$ cat src/rtl/pakin_pkg.sv
// Shared sizes, message layout and FSM state types for the packet-in receiver.
package pakin_pkg;
   localparam int PSZ = 4;
   localparam int FSZ = 2;
   localparam int ASZ = 6;
   localparam int DSZ = 4;
   localparam int RSZ = 4;
   localparam int FAW = 2;
   localparam int MSZ = ASZ + DSZ + RSZ;
   localparam int NPK = (MSZ + PSZ - 1) / PSZ;

   typedef struct packed {
      logic [RSZ-1:0] red;
      logic [DSZ-1:0] data;
      logic [ASZ-1:0] addr;
   } msg_t;

   typedef enum logic {ACK_LOW, ACK_HIGH} ack_st_t;
   typedef enum logic {SND_IDLE, SND_REQ} snd_st_t;

   function automatic logic is_last(input logic [FSZ-1:0] idx);
      return int'(idx) == NPK - 1;
   endfunction
endpackage

$ cat src/rtl/pakin_if.sv
// Packet channel (sender -> receiver) and message channel (receiver -> consumer),
// both 4-phase req/ack.
interface pakin_pak_if;
   import pakin_pkg::*;
   logic [PSZ-1:0] pakio;
   logic           req;
   logic           ack;
   modport master (output pakio, output req, input ack);
   modport slave  (input pakio, input req, output ack);
endinterface

interface pakin_msg_if;
   import pakin_pkg::*;
   logic [ASZ-1:0] addr;
   logic [DSZ-1:0] data;
   logic [RSZ-1:0] red;
   logic           req;
   logic           ack;
   modport master (output addr, output data, output red, output req, input ack);
   modport slave  (input addr, input data, input red, input req, output ack);
endinterface

$ cat src/rtl/pakin_fifo.sv
// Message FIFO, 2**FAW deep; head is combinational from the read pointer.
// Callers only push when not full and only pop when not empty.
module pakin_fifo
   import pakin_pkg::*;
(
   input  logic i_clk,
   input  logic reset,
   input  logic push,
   input  msg_t push_dat,
   input  logic pop,
   output logic full,
   output logic empty,
   output msg_t head
);
   localparam int DEPTH = 2 ** FAW;

   msg_t           mem [DEPTH];
   logic [FAW-1:0] wr_ptr;
   logic [FAW-1:0] rd_ptr;
   logic [FAW:0]   count;

   always_ff @(posedge i_clk) begin
      if (reset) begin
         wr_ptr <= '0;
         rd_ptr <= '0;
         count  <= '0;
      end else begin
         if (push) wr_ptr <= wr_ptr + 1'b1;
         if (pop)  rd_ptr <= rd_ptr + 1'b1;
         case ({push, pop})
            2'b10:   count <= count + 1'b1;
            2'b01:   count <= count - 1'b1;
            default: count <= count;
         endcase
      end
   end

   always_ff @(posedge i_clk) begin
      if (push) mem[wr_ptr] <= push_dat;
   end

   assign full  = (count == (FAW+1)'(DEPTH));
   assign empty = (count == '0);
   assign head  = mem[rd_ptr];
endmodule

$ cat src/rtl/pakin.sv
// Reassembles PSZ-bit packets into {red,data,addr} messages, buffers them and
// forwards each on a 4-phase message channel in arrival order.
module pakin
   import pakin_pkg::*;
(
   input  logic        i_clk,
   input  logic        reset,
   output logic        ready,
   pakin_pak_if.slave  rcv0,
   pakin_msg_if.master snd0
);
   logic                   ready_q;
   ack_st_t                ack_st, ack_nxt;
   snd_st_t                snd_st, snd_nxt;
   logic [FSZ-1:0]         idx_q, idx_nxt;
   logic [(NPK-1)*PSZ-1:0] asm_q, asm_nxt;
   logic [NPK*PSZ-1:0]     full_w;
   logic                   push, pop, fifo_full, fifo_empty;
   msg_t                   head;

   always_ff @(posedge i_clk) begin
      if (reset) begin
         ready_q <= 1'b0;
         ack_st  <= ACK_LOW;
         snd_st  <= SND_IDLE;
         idx_q   <= '0;
         asm_q   <= '0;
      end else begin
         ready_q <= 1'b1;
         ack_st  <= ack_nxt;
         snd_st  <= snd_nxt;
         idx_q   <= idx_nxt;
         asm_q   <= asm_nxt;
      end
   end

   // The last packet goes straight into the FIFO word; its pad bits fall off the top.
   assign full_w = {rcv0.pakio, asm_q};

   always_comb begin
      ack_nxt = ack_st;
      idx_nxt = idx_q;
      asm_nxt = asm_q;
      push    = 1'b0;
      if (ready_q) begin
         if (ack_st == ACK_LOW) begin
            if (rcv0.req) begin
               if (!is_last(idx_q)) begin
                  for (int k = 0; k < NPK - 1; k++)
                     if (int'(idx_q) == k) asm_nxt[k*PSZ +: PSZ] = rcv0.pakio;
                  idx_nxt = idx_q + 1'b1;
                  ack_nxt = ACK_HIGH;
               end else if (!fifo_full) begin
                  push    = 1'b1;
                  idx_nxt = '0;
                  ack_nxt = ACK_HIGH;
               end
            end
         end else if (!rcv0.req) begin
            ack_nxt = ACK_LOW;
         end
      end
   end

   always_comb begin
      snd_nxt = snd_st;
      pop     = 1'b0;
      if (ready_q) begin
         if (snd_st == SND_IDLE) begin
            if (!fifo_empty && !snd0.ack) snd_nxt = SND_REQ;
         end else if (snd0.ack) begin
            snd_nxt = SND_IDLE;
            pop     = 1'b1;
         end
      end
   end

   pakin_fifo u_fifo (
      .i_clk    (i_clk),
      .reset    (reset),
      .push     (push),
      .push_dat (msg_t'(MSZ'(full_w))),
      .pop      (pop),
      .full     (fifo_full),
      .empty    (fifo_empty),
      .head     (head)
   );

   // Head cannot change while req is high: only a pop moves the read pointer.
   assign ready     = ready_q;
   assign rcv0.ack  = (ack_st == ACK_HIGH);
   assign snd0.req  = (snd_st == SND_REQ);
   assign snd0.addr = head.addr;
   assign snd0.data = head.data;
   assign snd0.red  = head.red;
endmodule

$ cat src/flat_wrapper.sv
// flat-port wrapper written by rule: the top's interface ports become plain ports
module pakin_flat import pakin_pkg::*;
  (i_clk, reset, ready, rcv0_pakio, rcv0_req, rcv0_ack, snd0_addr, snd0_data, snd0_red, snd0_req, snd0_ack);
  pakin_pak_if rcv0_i ();
  pakin_msg_if snd0_i ();
  input  logic i_clk;
  input  logic reset;
  output logic ready;
  input wire logic [$bits(rcv0_i.pakio)-1:0] rcv0_pakio;
  input wire logic [$bits(rcv0_i.req)-1:0] rcv0_req;
  output wire logic [$bits(rcv0_i.ack)-1:0] rcv0_ack;
  output wire logic [$bits(snd0_i.addr)-1:0] snd0_addr;
  output wire logic [$bits(snd0_i.data)-1:0] snd0_data;
  output wire logic [$bits(snd0_i.red)-1:0] snd0_red;
  output wire logic [$bits(snd0_i.req)-1:0] snd0_req;
  input wire logic [$bits(snd0_i.ack)-1:0] snd0_ack;
  assign rcv0_i.pakio = rcv0_pakio;
  assign rcv0_i.req = rcv0_req;
  assign rcv0_ack = rcv0_i.ack;
  assign snd0_addr = snd0_i.addr;
  assign snd0_data = snd0_i.data;
  assign snd0_red = snd0_i.red;
  assign snd0_req = snd0_i.req;
  assign snd0_i.ack = snd0_ack;
  pakin u_core (.i_clk(i_clk), .reset(reset), .ready(ready), .rcv0(rcv0_i), .snd0(snd0_i));
endmodule
$ cat config.mk
export PLATFORM = sky130hd
export DESIGN_NAME = pakin_flat
export DESIGN_NICKNAME = d
export VERILOG_FILES = /design/src/rtl/pakin_pkg.sv /design/src/rtl/pakin_if.sv /design/src/rtl/pakin_fifo.sv /design/src/rtl/pakin.sv /design/src/flat_wrapper.sv
export SDC_FILE = /design/constraint.sdc
export NUM_CORES = 1
export LEC_CHECK = 0
export ABC_CLOCK_PERIOD_IN_PS = 2740
export BUFFER_PORTS_ARGS = -buffer_cell sky130_fd_sc_hd__buf_2
export CORE_AREA = 5 5 87 89
export CTS_CLUSTER_DIAMETER = 50
export DETAILED_ROUTE_END_ITERATION = 16
export DIE_AREA = 0 0 92 94
export GPL_ROUTABILITY_DRIVEN = 0
export HOLD_SLACK_MARGIN = 0.12
export PLACE_DENSITY = 0.77
export RECOVER_POWER = 25
export SLEW_MARGIN = 30
export SYNTH_ARGS = -nofsm -noshare
export SYNTH_HDL_FRONTEND = slang
export SYNTH_SLANG_ARGS = --single-unit
$ cat constraint.sdc
create_clock -name i_clk -period 2.74 [get_ports i_clk]
set_clock_uncertainty 0.05 [all_clocks]
set_input_delay 0.411 -clock i_clk [delete_from_list [all_inputs] [get_ports i_clk]]
set_output_delay 0.411 -clock i_clk [all_outputs]
set_load 0.02 [all_outputs]
==> results by group <==
Layout
  – Multi-input combinational cell area: about 930 um^2
  – P&R area growth vs syn: 12.5%
  – FILL cells: 549
  – Register area: 2200 um^2
  – # nets final: 243
  – Final instance area: approximately 3600 um^2
  – Final std cells w/o fill: 310
  – Final core utilization: 0.540
  – Diodes inserted: 0
  – Layout cell share with drive strength beyond 1: 0.261

Yosys
  – Sequential area share after synthesis: 0.686
  – Synth Warn #: 0
  – Count leader, synth: edfxtp_1
  – Yosys reg bits: 82
  – Post-synth top area cell: edfxtp_1
  – Avg Synthesized Cell Area: 16.4 um^2
  – Ys flop type: edfxtp_1
  – Number of synthesized flops with an enable pin: 56
  – Top post-synthesis cells by count: edfxtp_1 (56), dfxtp_1 (26), nand2_1 (21)
  – Top cells by area, synth: edfxtp_1 (52%), dfxtp_1 (16%), mux4_2 (9.8%)
  – Asr flop ratio synth: 0
  – Cell count after synthesis: 196
  – Share of the synthesized area in the top cell type: 0.524
  – Post-Syn Nets: 214
  – Mapped cell area: ~3200 um^2
  – Yosys cell types: 29

Worst setup path
  – Worst path buffer plus inverter count: 2
  – Reg2reg path depth: 10
  – Critical Path Stages: 3
  – Worst path cell trace: buf_12 > mux4_2 > buf_2
  – Crit end category: output pin
  – Worst reg2reg startpoint: u_core.idx_q[0]$_SDFFE_PP0P_
  – Critical path type: reg -> out
  – Worst Setup EP: snd0_data[2]
  – Arrival time worst endpoint: 1.79 ns
  – Max Fanout on Critical Path: 10
  – Crit-path leading delay family: flip-flops
  – Max stage delay on crit path: 0.55 ns
  – CP Launch Type: flop
  – Critical R2R Capture: u_core.u_fifo.count[2]$_SDFFE_PP0P_
  – CP max-delay cell: dfxtp_1
  – WP data required: 2.28 ns
  – Setup slack, reg-to-reg: roughly 0.51 ns

Worst hold path
  – Hold/Removal Path Class: in -> reg

Routing
  – DRT antenna net count: 0
  – DRT Pass-1 Iters: 4
  – Wirelength per Cell: 16.4 um
  – Via count: 1613
  – Vias per Instance: between 5 and 6
  – # DRC: 0
  – Drt total wl: 5070 um
  – First DRT Iteration DRCs: 76

GRT
  – Largest net degree at the start of global routing: 21
  – Global-route wire length before repair: 8290 um
  – Vias in the first global route: 1661
  – Total grt overflow: 0
  – Global Route Usage Sum: 0.130
  – Initial antenna violation count: 0

Power
  – Max VDD drop: 254 uV
  – PwrDens: 615 nW/um^2
  – LEAKAGE: roughly 1.2 nW

Clock tree
  – Worst-path clk slew: about 0.070 ns
  – Clock latency at the later pin of the worst-skew pair: 0.34 ns
  – Hold buffers post-CTS: 0
  – CTS root buf: clkbuf_8
  – CTS tree: built
  – Clock tree buffer depth: 2
  – Post-CTS setup buffer count: 0
  – Post-CTS sizing: 0
  – Total CTS buffers: 9
  – CTS Sinks: 82
  – H-tree Lvls: 3

Die
  – Initial core utilization: 0.480
  – I/O pin count: 25
  – Die area: 8650 um^2
  – Die height: 94 um
  – Num rows: 30
  – Core area: 6680 um^2
  – Die X: about 92 um

Placed design
  – Dpl hpwl: 3330 um
  – Placed Cells: 294
  – I/O Buffers: 24
  – Post-DP Area: between 3000 and 4000 um^2

STA
  – Final Slew Violations: 0
  – Max frequency: 445 MHz
  – Setup TNS: 0 ns
  – Period minus WS final: approximately 2.2 ns
  – Final Setup Violations: 0
  – Hold Violations, Final: 0
  – Rel. slew slack: 0.534
  – RSZ-0062 raised after global routing: no
  – Worst-Margin Slew: about 0.70 ns
  – Final period util: 0.820
  – Hold_ws: 0.226 ns

Run status
  – Outcome: completed

Flow run
  – Maxcap violations: 0
-- worst min-delay path by stage --
stage                     slack (ns)  cells past startpoint                     startpoint                                end
after floorplan                 0.41                      0   u_core.asm_q[0]$_SDFFE_PP0P_  u_core.u_fifo.mem[0][0]$_DFFE_PP_
after global placement          0.44                      2  u_core.asm_q[10]$_SDFFE_PP0P_      u_core.asm_q[10]$_SDFFE_PP0P_
after detailed placement        0.44                      0   u_core.asm_q[8]$_SDFFE_PP0P_  u_core.u_fifo.mem[1][8]$_DFFE_PP_
after CTS                       0.21                      2                       snd0_ack       u_core.snd0.req$_SDFFE_PP0P_
after global routing            0.22                      2                       snd0_ack       u_core.snd0.req$_SDFFE_PP0P_
final                           0.23                      2                       snd0_ack       u_core.snd0.req$_SDFFE_PP0P_
-- cells in the final DEF (no fill, tap or decap), types with 4 or more instances in the layout --
cell type | netlist | final
clkbuf_1 | 4 | 4
inv_1 | 11 | 11
edfxtp_1 | 56 | 56
dfxtp_1 | 26 | 26
ha_1 | 9 | 9
a21oi_1 | 5 | 5
mux4_2 | 14 | 14
mux2i_1 | 13 | 13
and2_2 | 4 | 4
nand2_1 | 21 | 21
nor2_1 | 9 | 9
clkbuf_8 | 0 | 11
buf_2 | 1 | 22
-- where the power goes --
group	internal (mW)	total [mW]	switching [mW]
clock network	0.466	0.851	0.385
logic	0.0155	0.0422	0.0267
registers	1.32	1.33	0.00847
total	1.80	2.22	0.420
-- sequential cells by signal, indices dropped and copies added, names as in the netlist, named ones only --
signal	count
u_core.ready	1
u_core.u_fifo.wr_ptr	2
u_core.u_fifo.count	3
u_core.asm_q	12
u_core.snd0.req	1
u_core.idx_q	2
u_core.rcv0.ack	1
u_core.u_fifo.mem	56
u_core.u_fifo.rd_ptr	2
-- metal layers --
metal  vias to the layer above  wire length (um)  global-route usage
met5                         -                 0                   0
met1                       778              2230               0.163
met4                         0               163              0.0792
met3                        18               246              0.0377
met2                        35              2430               0.201
li1                        782                 -                   -
-- through the flow --
stage               total power [mW]  setup WS, ns
floorplan                       1.38         0.615
global placement                1.40         0.581
detailed placement              1.40         0.506
CTS                             2.25         0.432
global route                    2.30         0.323
finish                          2.22         0.492
-- kinds of logic (layout without fill, tap and decap cells) --
family | count (synthesis) | in the layout | synth area share
and+or+nand+nor | 43 | 43 | 0.0686
buffers and inverters | 18 | 52 | 0.0230
AOI/OAI and AO/OA | 11 | 11 | 0.0265
adders and majority gates | 10 | 10 | 0.0413
xor gates and xnor gates | 4 | 4 | 0.0109
DFF | 82 | 82 | 0.686
muxes | 28 | 28 | 0.143
-- cell type report --
| cell class | count | area share |
|---|---|---|
| multi-input combinational | 96 | 0.258 |
| sequential | 82 | 0.610 |
| clock inverter | 3 | 0.0104 |
| inverter | 11 | 0.0114 |
| tap | 80 | 0.0277 |
| timing repair buffer | 25 | 0.0381 |
| clock buffer | 13 | 0.0440 |
Note: power is estimated with default switching activity, not from simulation.
